## src/rtl/pipeline_mem_pkg.sv

```systemverilog
// Shared constants, state encoding and size helper for the
// pipeline memory stage.
package pipeline_mem_pkg;

    localparam logic [6:0] OP_NOP   = 7'd0;
    localparam logic [6:0] OP_LOAD  = 7'd1;
    localparam logic [6:0] OP_STORE = 7'd2;
    localparam logic [6:0] OP_ALU   = 7'd3;

    localparam logic [1:0] SZ_B = 2'd0;
    localparam logic [1:0] SZ_H = 2'd1;
    localparam logic [1:0] SZ_W = 2'd2;
    localparam logic [1:0] SZ_D = 2'd3;

    typedef enum logic [2:0] {
        IDLE,
        RD_REQ,
        RD_WAIT,
        WR_REQ,
        WR_WAIT
    } state_e;

    function automatic logic [3:0] lane_bytes(input logic [1:0] size);
        return 4'd1 << size;
    endfunction

endpackage

```

## src/rtl/pipeline_mem_stage_lsu_align.sv

```systemverilog
// Byte-lane alignment: load extract/extend and store shift/strobe.
// Purely combinational.
module mem_lane_align
    import pipeline_mem_pkg::*;
#(
    parameter int DATA_WIDTH = 64,
    parameter int OFF_W      = $clog2(DATA_WIDTH / 8),
    parameter int STRB_W     = DATA_WIDTH / 8
) (
    input  logic [OFF_W-1:0]      offset,
    input  logic [2:0]            size,
    input  logic [DATA_WIDTH-1:0] rdata,
    input  logic [DATA_WIDTH-1:0] wdata,
    output logic [DATA_WIDTH-1:0] load_val,
    output logic [DATA_WIDTH-1:0] store_data,
    output logic [STRB_W-1:0]     store_strb
);

    logic [DATA_WIDTH-1:0] shifted;
    logic [DATA_WIDTH-1:0] mask;
    logic                  sign;

    always_comb begin
        shifted = rdata >> {offset, 3'b000};
        mask    = '1;
        sign    = shifted[DATA_WIDTH-1];
        case (size[1:0])
            SZ_B: begin
                mask = DATA_WIDTH'(8'hFF);
                sign = shifted[7];
            end
            SZ_H: begin
                mask = DATA_WIDTH'(16'hFFFF);
                sign = shifted[15];
            end
            SZ_W: begin
                mask = DATA_WIDTH'(32'hFFFF_FFFF);
                sign = shifted[31];
            end
            default: ;
        endcase
        // Full-width lanes have an empty ~mask, so extension is a no-op.
        load_val = shifted & mask;
        if (!size[2] && sign) begin
            load_val = load_val | ~mask;
        end
        store_data = wdata << {offset, 3'b000};
        store_strb = STRB_W'((9'd1 << lane_bytes(size[1:0])) - 9'd1) << offset;
    end

endmodule

```

## src/rtl/pipeline_mem_stage_lsu.sv

```systemverilog
// Memory stage: registers requests, runs the load/store bus handshakes,
// flags misalignment and bus timeouts, emits a one-cycle writeback.
module pipeline_mem_stage_lsu
    import pipeline_mem_pkg::*;
#(
    parameter int ADDR_WIDTH     = 64,
    parameter int DATA_WIDTH     = 64,
    parameter int TIMEOUT_CYCLES = 256
) (
    input  logic                    clk,
    input  logic                    reset,
    input  logic                    in_valid,
    output logic                    ready,
    input  logic [DATA_WIDTH-1:0]   ex_res,
    input  logic [DATA_WIDTH-1:0]   r2_val,
    input  logic [4:0]              dst_reg,
    input  logic [6:0]              opcode,
    input  logic [3:0]              mem_operation_size,
    input  logic                    ecall,
    output logic                    wb_enable,
    output logic [4:0]              wb_dst_reg,
    output logic [DATA_WIDTH-1:0]   wb_dst_val,
    output logic                    ecall_wb,
    output logic                    misaligned,
    output logic                    bus_err,
    output logic [ADDR_WIDTH-1:0]   S_R_ADDR,
    output logic                    S_R_ADDR_VALID,
    input  logic [DATA_WIDTH-1:0]   S_R_DATA,
    input  logic                    S_R_DATA_VALID,
    output logic                    S_W_VALID,
    output logic [ADDR_WIDTH-1:0]   S_W_ADDR,
    output logic [DATA_WIDTH-1:0]   S_W_DATA,
    output logic [DATA_WIDTH/8-1:0] S_W_STRB,
    input  logic                    S_W_READY,
    input  logic                    S_W_COMPLETE
);

    localparam int OFF_W  = $clog2(DATA_WIDTH / 8);
    localparam int STRB_W = DATA_WIDTH / 8;
    localparam int CW     = (TIMEOUT_CYCLES > 1) ? $clog2(TIMEOUT_CYCLES + 1) : 1;
    localparam logic [CW-1:0] T_LIM = CW'(TIMEOUT_CYCLES);
    localparam logic [ADDR_WIDTH-1:0] ALIGN_MASK = ~ADDR_WIDTH'(STRB_W - 1);

    state_e state_q, state_d;
    logic [CW-1:0]         cnt_q, cnt_d;
    logic [ADDR_WIDTH-1:0] addr_q, addr_d;
    logic [2:0]            size_q, size_d;
    logic [DATA_WIDTH-1:0] wdata_q, wdata_d;
    logic [4:0]            dst_q, dst_d;
    logic                  ecall_q, ecall_d;

    logic                  wb_enable_q, wb_enable_d;
    logic [4:0]            wb_dst_reg_q, wb_dst_reg_d;
    logic [DATA_WIDTH-1:0] wb_dst_val_q, wb_dst_val_d;
    logic                  ecall_wb_q, ecall_wb_d;
    logic                  misaligned_q, misaligned_d;
    logic                  bus_err_q, bus_err_d;
    logic [ADDR_WIDTH-1:0] r_addr_q, r_addr_d;
    logic                  r_valid_q, r_valid_d;
    logic                  w_valid_q, w_valid_d;
    logic [ADDR_WIDTH-1:0] w_addr_q, w_addr_d;
    logic [DATA_WIDTH-1:0] w_data_q, w_data_d;
    logic [STRB_W-1:0]     w_strb_q, w_strb_d;

    logic [ADDR_WIDTH-1:0] addr_in;
    logic [2:0]            amask;
    logic                  mis;
    logic [CW-1:0]         cnt_inc;
    logic                  expire;
    logic [DATA_WIDTH-1:0] load_val;
    logic [DATA_WIDTH-1:0] store_data;
    logic [STRB_W-1:0]     store_strb;

    mem_lane_align #(
        .DATA_WIDTH(DATA_WIDTH)
    ) u_align (
        .offset    (addr_q[OFF_W-1:0]),
        .size      (size_q),
        .rdata     (S_R_DATA),
        .wdata     (wdata_q),
        .load_val  (load_val),
        .store_data(store_data),
        .store_strb(store_strb)
    );

    assign addr_in = ADDR_WIDTH'(ex_res);
    assign amask   = 3'(lane_bytes(mem_operation_size[1:0]) - 4'd1);
    assign mis     = (|(addr_in[2:0] & amask)) ||
                     (mem_operation_size[1:0] == SZ_D && DATA_WIDTH == 32);
    assign cnt_inc = cnt_q + 1'b1;
    assign expire  = (TIMEOUT_CYCLES != 0) && (cnt_inc == T_LIM);

    always_comb begin
        state_d      = state_q;
        cnt_d        = cnt_q;
        addr_d       = addr_q;
        size_d       = size_q;
        wdata_d      = wdata_q;
        dst_d        = dst_q;
        ecall_d      = ecall_q;
        wb_enable_d  = 1'b0;
        wb_dst_reg_d = wb_dst_reg_q;
        wb_dst_val_d = wb_dst_val_q;
        ecall_wb_d   = 1'b0;
        misaligned_d = 1'b0;
        bus_err_d    = 1'b0;
        r_addr_d     = r_addr_q;
        r_valid_d    = r_valid_q;
        w_valid_d    = w_valid_q;
        w_addr_d     = w_addr_q;
        w_data_d     = w_data_q;
        w_strb_d     = w_strb_q;
        if (state_q != IDLE) begin
            cnt_d = cnt_inc;
        end
        unique case (state_q)
            IDLE: if (in_valid) begin
                addr_d  = addr_in;
                size_d  = mem_operation_size[2:0];
                wdata_d = r2_val;
                dst_d   = dst_reg;
                ecall_d = ecall;
                cnt_d   = '0;
                case (opcode)
                    OP_LOAD: if (mis) begin
                        misaligned_d = 1'b1;
                    end else begin
                        state_d   = RD_REQ;
                        r_valid_d = 1'b1;
                        r_addr_d  = addr_in & ALIGN_MASK;
                    end
                    OP_STORE: if (mis) begin
                        misaligned_d = 1'b1;
                    end else begin
                        state_d = WR_REQ;
                    end
                    OP_ALU: begin
                        wb_enable_d  = 1'b1;
                        wb_dst_reg_d = dst_reg;
                        wb_dst_val_d = ex_res;
                        ecall_wb_d   = ecall;
                    end
                    default: ecall_wb_d = ecall;
                endcase
            end
            RD_REQ: begin
                state_d = RD_WAIT;
            end
            RD_WAIT: if (S_R_DATA_VALID) begin
                state_d      = IDLE;
                r_valid_d    = 1'b0;
                wb_enable_d  = 1'b1;
                wb_dst_reg_d = dst_q;
                wb_dst_val_d = load_val;
                ecall_wb_d   = ecall_q;
            end
            WR_REQ: if (!expire && S_W_READY) begin
                state_d   = WR_WAIT;
                w_valid_d = 1'b1;
                w_addr_d  = addr_q & ALIGN_MASK;
                w_data_d  = store_data;
                w_strb_d  = store_strb;
            end
            WR_WAIT: if (S_W_COMPLETE) begin
                state_d    = IDLE;
                w_valid_d  = 1'b0;
                ecall_wb_d = ecall_q;
            end
            default: state_d = IDLE;
        endcase
        // A completion on the expiry edge has already moved us to IDLE.
        if (state_q != IDLE && state_d != IDLE && expire) begin
            state_d   = IDLE;
            r_valid_d = 1'b0;
            w_valid_d = 1'b0;
            bus_err_d = 1'b1;
        end
    end

    always_ff @(posedge clk) begin
        if (reset) begin
            state_q      <= IDLE;
            cnt_q        <= '0;
            addr_q       <= '0;
            size_q       <= '0;
            wdata_q      <= '0;
            dst_q        <= '0;
            ecall_q      <= 1'b0;
            wb_enable_q  <= 1'b0;
            wb_dst_reg_q <= '0;
            wb_dst_val_q <= '0;
            ecall_wb_q   <= 1'b0;
            misaligned_q <= 1'b0;
            bus_err_q    <= 1'b0;
            r_addr_q     <= '0;
            r_valid_q    <= 1'b0;
            w_valid_q    <= 1'b0;
            w_addr_q     <= '0;
            w_data_q     <= '0;
            w_strb_q     <= '0;
        end else begin
            state_q      <= state_d;
            cnt_q        <= cnt_d;
            addr_q       <= addr_d;
            size_q       <= size_d;
            wdata_q      <= wdata_d;
            dst_q        <= dst_d;
            ecall_q      <= ecall_d;
            wb_enable_q  <= wb_enable_d;
            wb_dst_reg_q <= wb_dst_reg_d;
            wb_dst_val_q <= wb_dst_val_d;
            ecall_wb_q   <= ecall_wb_d;
            misaligned_q <= misaligned_d;
            bus_err_q    <= bus_err_d;
            r_addr_q     <= r_addr_d;
            r_valid_q    <= r_valid_d;
            w_valid_q    <= w_valid_d;
            w_addr_q     <= w_addr_d;
            w_data_q     <= w_data_d;
            w_strb_q     <= w_strb_d;
        end
    end

    assign ready          = (state_q == IDLE);
    assign wb_enable      = wb_enable_q;
    assign wb_dst_reg     = wb_dst_reg_q;
    assign wb_dst_val     = wb_dst_val_q;
    assign ecall_wb       = ecall_wb_q;
    assign misaligned     = misaligned_q;
    assign bus_err        = bus_err_q;
    assign S_R_ADDR       = r_addr_q;
    assign S_R_ADDR_VALID = r_valid_q;
    assign S_W_VALID      = w_valid_q;
    assign S_W_ADDR       = w_addr_q;
    assign S_W_DATA       = w_data_q;
    assign S_W_STRB       = w_strb_q;

endmodule

```

## config.mk

```make
export PLATFORM = sky130hd
export DESIGN_NAME = pipeline_mem_stage_lsu
export DESIGN_NICKNAME = d
export VERILOG_FILES = /design/src/rtl/pipeline_mem_pkg.sv /design/src/rtl/pipeline_mem_stage_lsu_align.sv /design/src/rtl/pipeline_mem_stage_lsu.sv
export SDC_FILE = /design/constraint.sdc
export NUM_CORES = 1
export LEC_CHECK = 0
export BUFFER_PORTS_ARGS = -buffer_cell sky130_fd_sc_hd__buf_2
export CORE_MARGIN = 8
export CORE_UTILIZATION = 45
export CTS_BUF_LIST = sky130_fd_sc_hd__clkbuf_16
export DETAILED_ROUTE_END_ITERATION = 6
export PLACE_DENSITY = 0.7
export SLEW_MARGIN = 20
export SYNTH_ARGS = -nofsm -noshare
export SYNTH_HDL_FRONTEND = slang
export SYNTH_SLANG_ARGS = --single-unit
```

## constraint.sdc

```tcl
create_clock -name clk -period 2.85 [get_ports clk]
set_input_delay 0 -clock clk [delete_from_list [all_inputs] [get_ports clk]]
set_output_delay 0 -clock clk [all_outputs]
set_load 0.05 [all_outputs]
```

# Word-level counts from Yosys, hierarchy flattened
# Index checks and enable logic that the tools add are counted.
[totals]
register_bits = 418
out_inout_bits = 276
[classes]
addsub = 3
n_eq_ne = 17
shifts = 6
mux = 41
n_bitwise = 8
reduce_logical = 22
[ops]
columns = ["cell", "count"]
rows = [
  ["64-bit two-way mux", 4],
  ["64-bit case mux with 3 select lines", 1],
  ["64-bit case mux with 2 select lines", 1],
  ["64-bit AND", 1],
  ["64-bit NOT", 1],
  ["64-bit OR", 1],
  ["64-bit by 6-bit << shifter with 64-bit output", 1],
  ["64-bit by 6-bit >> shifter with 64-bit output", 1],
  ["9-bit two-way mux", 3],
  ["3-bit two-way mux", 6],
  ["1-bit two-way mux", 15],
  ["5-bit two-way mux", 3],
  ["3-bit case mux with 5 select lines", 1],
  ["7-bit by 2-bit == test with 1-bit output, second input constant", 2],
  ["2-bit inequality test, second input constant", 5],
  ["5-bit case mux with 2 select lines", 1],
  ["9-bit by 1-bit adder with 9-bit output, second input constant", 1],
  ["9-bit == test, second input constant", 1],
  ["4-bit AND reduction", 2],
  ["1-bit by 4-bit << shifter with 8-bit output, first input constant", 1],
  ["8-bit by 3-bit << shifter with 8-bit output", 1],
  ["8-bit by 1-bit subtractor with 8-bit output, second input constant", 1],
  ["7-bit by 1-bit == test with 1-bit output, second input constant", 1],
  ["3-bit by 2-bit == test with 1-bit output, second input constant", 2],
  ["other kinds (25)", 40],
]

# Depth between registers and ports, before layout
[logic_depth]
depth_word = 12
depth_mapped = 10

# Hierarchy
# A second synthesis with hierarchy kept.
[hier_totals]
hier_cells = 2490
hier_area_um2 = 19456.2
[by_module_without_submodules]
columns = ["module", "n_inst", "cells_each", "area_per_inst_um2", "seq_area_each_um2"]
rows = [
  ["pipeline_mem_stage_lsu", 1, 1877, 15294.7, 8368.0],
  ["mem_lane_align", 1, 613, 4161.5, 0.0],
]

# Least setup slack after synthesis
# No wires, ideal clock.
[synth_timing]
kind = "reg2reg"
from = "register state_q[0]"
to = "register cnt_q[3]"
setup_time_ps = 128
t_arrival_ps = 1990
setup_slack_ps = 733
path_stages_with_launch = 9
n_path_buf = 3
period_less_slack_ps = 2117
path_cell_list = "dfxtp_1 -> buf_6 -> or3_1 -> buf_6 -> inv_6 -> clkbuf_1 -> o21ai_0 -> a21oi_1 -> nor2_1"
[synth_via]
elab_cells_between_ends = 5
[synth_lines]
columns = ["element", "line", "text"]
rows = [
  ["start: declaration", "pipeline_mem_stage_lsu.sv:44", "state_e state_q, state_d;"],
  ["start signal: assignment", "pipeline_mem_stage_lsu.sv:202", "state_q <= state_d;"],
  ["3-bit logical NOT", "-", ""],
  ["via ready", "pipeline_mem_stage_lsu.sv:13", "output logic ready,"],
  ["9-bit two-way mux", "pipeline_mem_stage_lsu.sv:116", "unique case (state_q)"],
  ["end signal: assignment", "pipeline_mem_stage_lsu.sv:203", "cnt_q <= cnt_d;"],
  ["end: declaration", "pipeline_mem_stage_lsu.sv:45", "logic [CW-1:0] cnt_q, cnt_d;"],
]
# The timed path passes the listed nets, and every way through them passes these cells.
# A chain may end at the register's enable or synchronous reset.

# Worst setup path after layout
[layout_timing]
from = "register size_q[0]"
to = "register wb_dst_val_q[54], in the netlist wb_dst_val[54]"
[layout_via]
elab_chain_len = 7
elab_cells_between_ends = 12
[layout_rtl]
columns = ["element", "line", "text"]
rows = [
  ["start: declaration", "pipeline_mem_stage_lsu.sv:47", "logic [2:0] size_q, size_d;"],
  ["start signal: assignment", "pipeline_mem_stage_lsu.sv:205", "size_q <= size_d;"],
  ["2-bit == test (tied with other cells)", "pipeline_mem_stage_lsu_align.sv:27", "case (size[1:0])"],
  ["64-bit case mux with 3 select lines", "pipeline_mem_stage_lsu_align.sv:27", ""],
  ["64-bit AND / 64-bit NOT (equally long branches)", "pipeline_mem_stage_lsu_align.sv:43, pipeline_mem_stage_lsu_align.sv:45", ""],
  ["64-bit OR", "pipeline_mem_stage_lsu_align.sv:45", "load_val = load_val | ~mask;"],
  ["64-bit two-way mux *", "pipeline_mem_stage_lsu_align.sv:44", "if (!size[2] && sign) begin"],
  ["64-bit two-way mux *", "pipeline_mem_stage_lsu.sv:149", "RD_WAIT: if (S_R_DATA_VALID) begin"],
  ["64-bit case mux with 2 select lines *", "pipeline_mem_stage_lsu.sv:116", ""],
  ["end signal: assignment", "pipeline_mem_stage_lsu.sv:211", "wb_dst_val_q <= wb_dst_val_d;"],
  ["end: declaration", "pipeline_mem_stage_lsu.sv:54", "logic [DATA_WIDTH-1:0] wb_dst_val_q, wb_dst_val_d;"],
]
# Mark *: on every way between the ends. The rest lies on a longest branch, timed or not. The select of a mux whose other input is x is not followed.

==> out/results.tsv <==
stage	metric	value	unit
sta	setup_violations	0	
sta	slew_viol_final	0	
sta	fmax	0.404	GHz
grt	grt_max_degree	124	
sta	period_needed	2.48	ns
synthesis	synthesis.area	19300	um^2
cts	post_cts_buffers	0	
cts	clk_latency	0.58	ns
synthesis	yosys_warnings	0	
sta	setup-tns-final	0	ns
synthesis	syn_inst	2339	
sta	relSlewSlack	0.394	
worst_setup_path	path_common_cell	buf_4	
grt	grt-ovfl-total	0	
synthesis	synthFlopType	dfxtp_1	
outcome	status	finished, final reports clean	
cts	cts_root_buffer	clkbuf_16	
power	finalPower	13.3	mW
grt	antenna_found_initial	15	
worst_setup_path	required	3.32	ns
floorplanning	die_w	223	um
job	cap_violations	0	
cts	clkSlewWorstSetupHoldPaths	0.06	ns
sta	setup_ws	0.373	ns
detailed_routing	drt_wl_total	76900	um
cts	cts-resized-gates	0	
cts	clockBufferDepth	3	
power	ir_worst_vdd	0.000409	V
worst_setup_path	path_cells	nor3b_1, and4_1, buf_4, nor3_2, buf_4, o41ai_1	
worst_setup_path	crit_buf_inv	2	
synthesis	syn-mean-instance-area	8.24	um^2
final_layout	syn_to_final_growth	31.2	%
worst_setup_path	cp-start-kind	flop	
final_layout	drive_gt1_frac	0.272	
synthesis	ys_seq_elements	418	
sta	fin_skew	0.0228	ns
grt	grt_use_total	0.293	
detailed_routing	routedWlPerCell	22.1	um
detailed_routing	firstDrtPassIters	7	
cts	cts_max_level	2	
placement	dp_hpwl	55000	um
worst_setup_path	max_stage_delay	0.70	ns
grt	grt_pass1_vias	19500	
placement	place_ws	0.337	ns
worst_setup_path	worstPathArrival	2.95	ns
synthesis	ys_async_sr_fraction	0	
cts	cts_buffers	44	
floorplanning	num_io_pins	491	
final_layout	layout.nets	3104	
detailed_routing	drc	0	
synthesis	synth_edf_count	0	
worst_setup_path	cp-end-kind	flop	
floorplanning	num_rows	76	
detailed_routing	vias	20100	
floorplanning	dieHeight	223	um
detailed_routing	antenna_left	0	
worst_hold_path	min_path_type	in -> reg	
synthesis	ys_seq_area_frac	0.434	
cts	clkSinkCount	418	
worst_setup_path	cp_max_fo	18	
grt	grt_pass1_wl	116000	um
sta	finalHoldViolations	0	
worst_setup_path	slowest_stage	and4_1	
placement	io_buffers	483	
sta	worst_slew_pin_slew	0.909	ns
detailed_routing	drt_iter0_drc	1947	
floorplanning	initial_utilization	0.451	
worst_setup_path	path_class	reg -> reg	
power	p_per_area	527	nW/um^2
sta	grt_setup_unrepaired	no	
detailed_routing	viasPerCell	5.77	
placement	routabilityCongestion	0.986	
cts	cts_tree	built	
floorplanning	dieArea	49700	um^2
synthesis	synth_cell_type_count	73	
worst_setup_path	cp_top_family	simple AND/OR/NAND/NOR gates	
floorplanning	placeableCoreArea	42700	um^2
power	p_leak	10.2	nW
sta	finalCritPeriodShare	0.869	
where the power goes:
part	total, mW	switching [mW]	internal [mW]
Clock	5.80	2.43	3.37
Combinational	1.45	0.834	0.619
Sequential	6.06	0.108	5.96
Yosys cell counts, drive strengths merged (4+ instances only):
| cell | instances | area, um^2 |
|---|---|---|
| nand2 | 649 | 2570 |
| dfxtp | 418 | 8370 |
| a21oi | 307 | 1720 |
| clkbuf | 127 | 478 |
| nor2 | 109 | 412 |
| o21ai | 102 | 510 |
| buf | 90 | 557 |
| mux2i | 77 | 771 |
| a211oi | 61 | 458 |
| nor3 | 43 | 215 |
| nor4 | 33 | 221 |
| mux2 | 31 | 349 |
| mux4 | 30 | 676 |
| nand3b | 22 | 165 |
| o31ai | 22 | 165 |
| nand3 | 21 | 105 |
| nor2b | 17 | 106 |
| o211ai | 16 | 120 |
| a221oi | 11 | 96.3 |
| nand2b | 11 | 68.8 |
| or3 | 11 | 68.8 |
| and2 | 10 | 62.6 |
| a2bb2oi | 9 | 78.8 |
| o2111ai | 9 | 78.8 |
| o21a | 9 | 67.6 |
| a221o | 8 | 80.1 |
| a22o | 7 | 61.3 |
| a2111oi | 5 | 43.8 |
| inv | 5 | 23.8 |
| o32ai | 5 | 43.8 |
| and3 | 4 | 25.0 |
| nand4 | 4 | 25.0 |
| nor4b | 4 | 35.0 |
| o221a | 4 | 45.0 |
| o311ai | 4 | 35.0 |
| o41ai | 4 | 42.6 |
final timing paths:
| check | cells past startpoint | endpoint | from | slack [ns] |
|---|---|---|---|---|
| min reg2reg | 2 | wb_dst_val[53] | wb_dst_val[53] | 0.45 |
| min | 5 | wb_dst_val[43] | S_R_DATA[51] | 0.01 |
| max reg2reg | 6 | wb_dst_val[54] | size_q[0] | 0.37 |
| max | 6 | wb_dst_val[54] | size_q[0] | 0.37 |
cell type report:
cell class / instances / area, um^2
flip-flops and latches: 418 / 8380
clock inverters: 35 / 297
multi-input cells: 1702 / 9940
clock buffers: 46 / 1150
repair buffers: 715 / 4780
well taps: 546 / 683
inverters: 7 / 31.3
diodes: 15 / 37.5
fillers: 3752 / 17400
metrics by stage:
step / hold slack (ns) / cells / utilization / cell area, um^2
floorplan: 0.136 / 2344 / - / 19300
detailed placement: 0.249 / 3221 / 0.518 / 22100
global route: 0.0356 / 3483 / 0.592 / 25300
finish: 0.0136 / 3484 / 0.592 / 25300
CTS: 0.00546 / 3469 / 0.591 / 25300
global placement: 0.247 / 3221 / 0.518 / 22100
layout by cell type (no fill, tap or decap), drive strengths merged, types with 5 or more instances in the layout:
master and n:
mux2i 77, o21ai 102, nor2b 17, mux4 30, or3 11, nand3 21, dlygate4sd3 167, a221oi 11
mux2 31, nor3 43, a2bb2oi 9, o21a 9, o211ai 16, bufinv 5, o32ai 5, a221o 8
nand2 649, and2 10, a22o 7, nand3b 22, o2111ai 9, conb 6, diode 15, a21oi 307
o31ai 22, buf 548, a211oi 61, a2111oi 5, dfxtp 418, clkinv 26, nor2 109, clkbuf 46
inv 10, nor4 33, nand2b 11
logic make-up (layout without fill, tap and decap cells):
logic type / Yosys count / count (layout) / synth area share
other: 1 / 21 / 0.000195
AND/OR/NAND/NOR: 950 / 950 / 0.217
flip-flops: 418 / 418 / 0.434
buffers and inverters: 224 / 803 / 0.0553
AO/OA/AOI/OAI: 605 / 605 / 0.199
XOR/XNOR: 2 / 2 / 0.000909
adder cells (fa/ha/maj): 1 / 1 / 0.000649
multiplexers: 138 / 138 / 0.0932
worst min-delay path: stages:
cell and delay (ns):
buf_2 0.12, a2bb2oi_1 0.12, nor2_1 0.11, nor4_1 0.07, o21ai_0 0.13
per-layer routing:
layer / GRT usage / vias up / part of all wire
li1: - / 9254 / -
met1: 0.338 / 9607 / 0.38
met2: 0.501 / 991 / 0.49
met3: 0.0575 / 237 / 0.072
met4: 0.171 / 2 / 0.061
met5: 0 / - / 0.00017
repair_timing:
action,in CTS,in global routing
endpoints found under the hold margin,297,0
setup endpoints to repair,0,0
hold buffers,167,0
No activity file was read; power rests on OpenSTA's default activity.
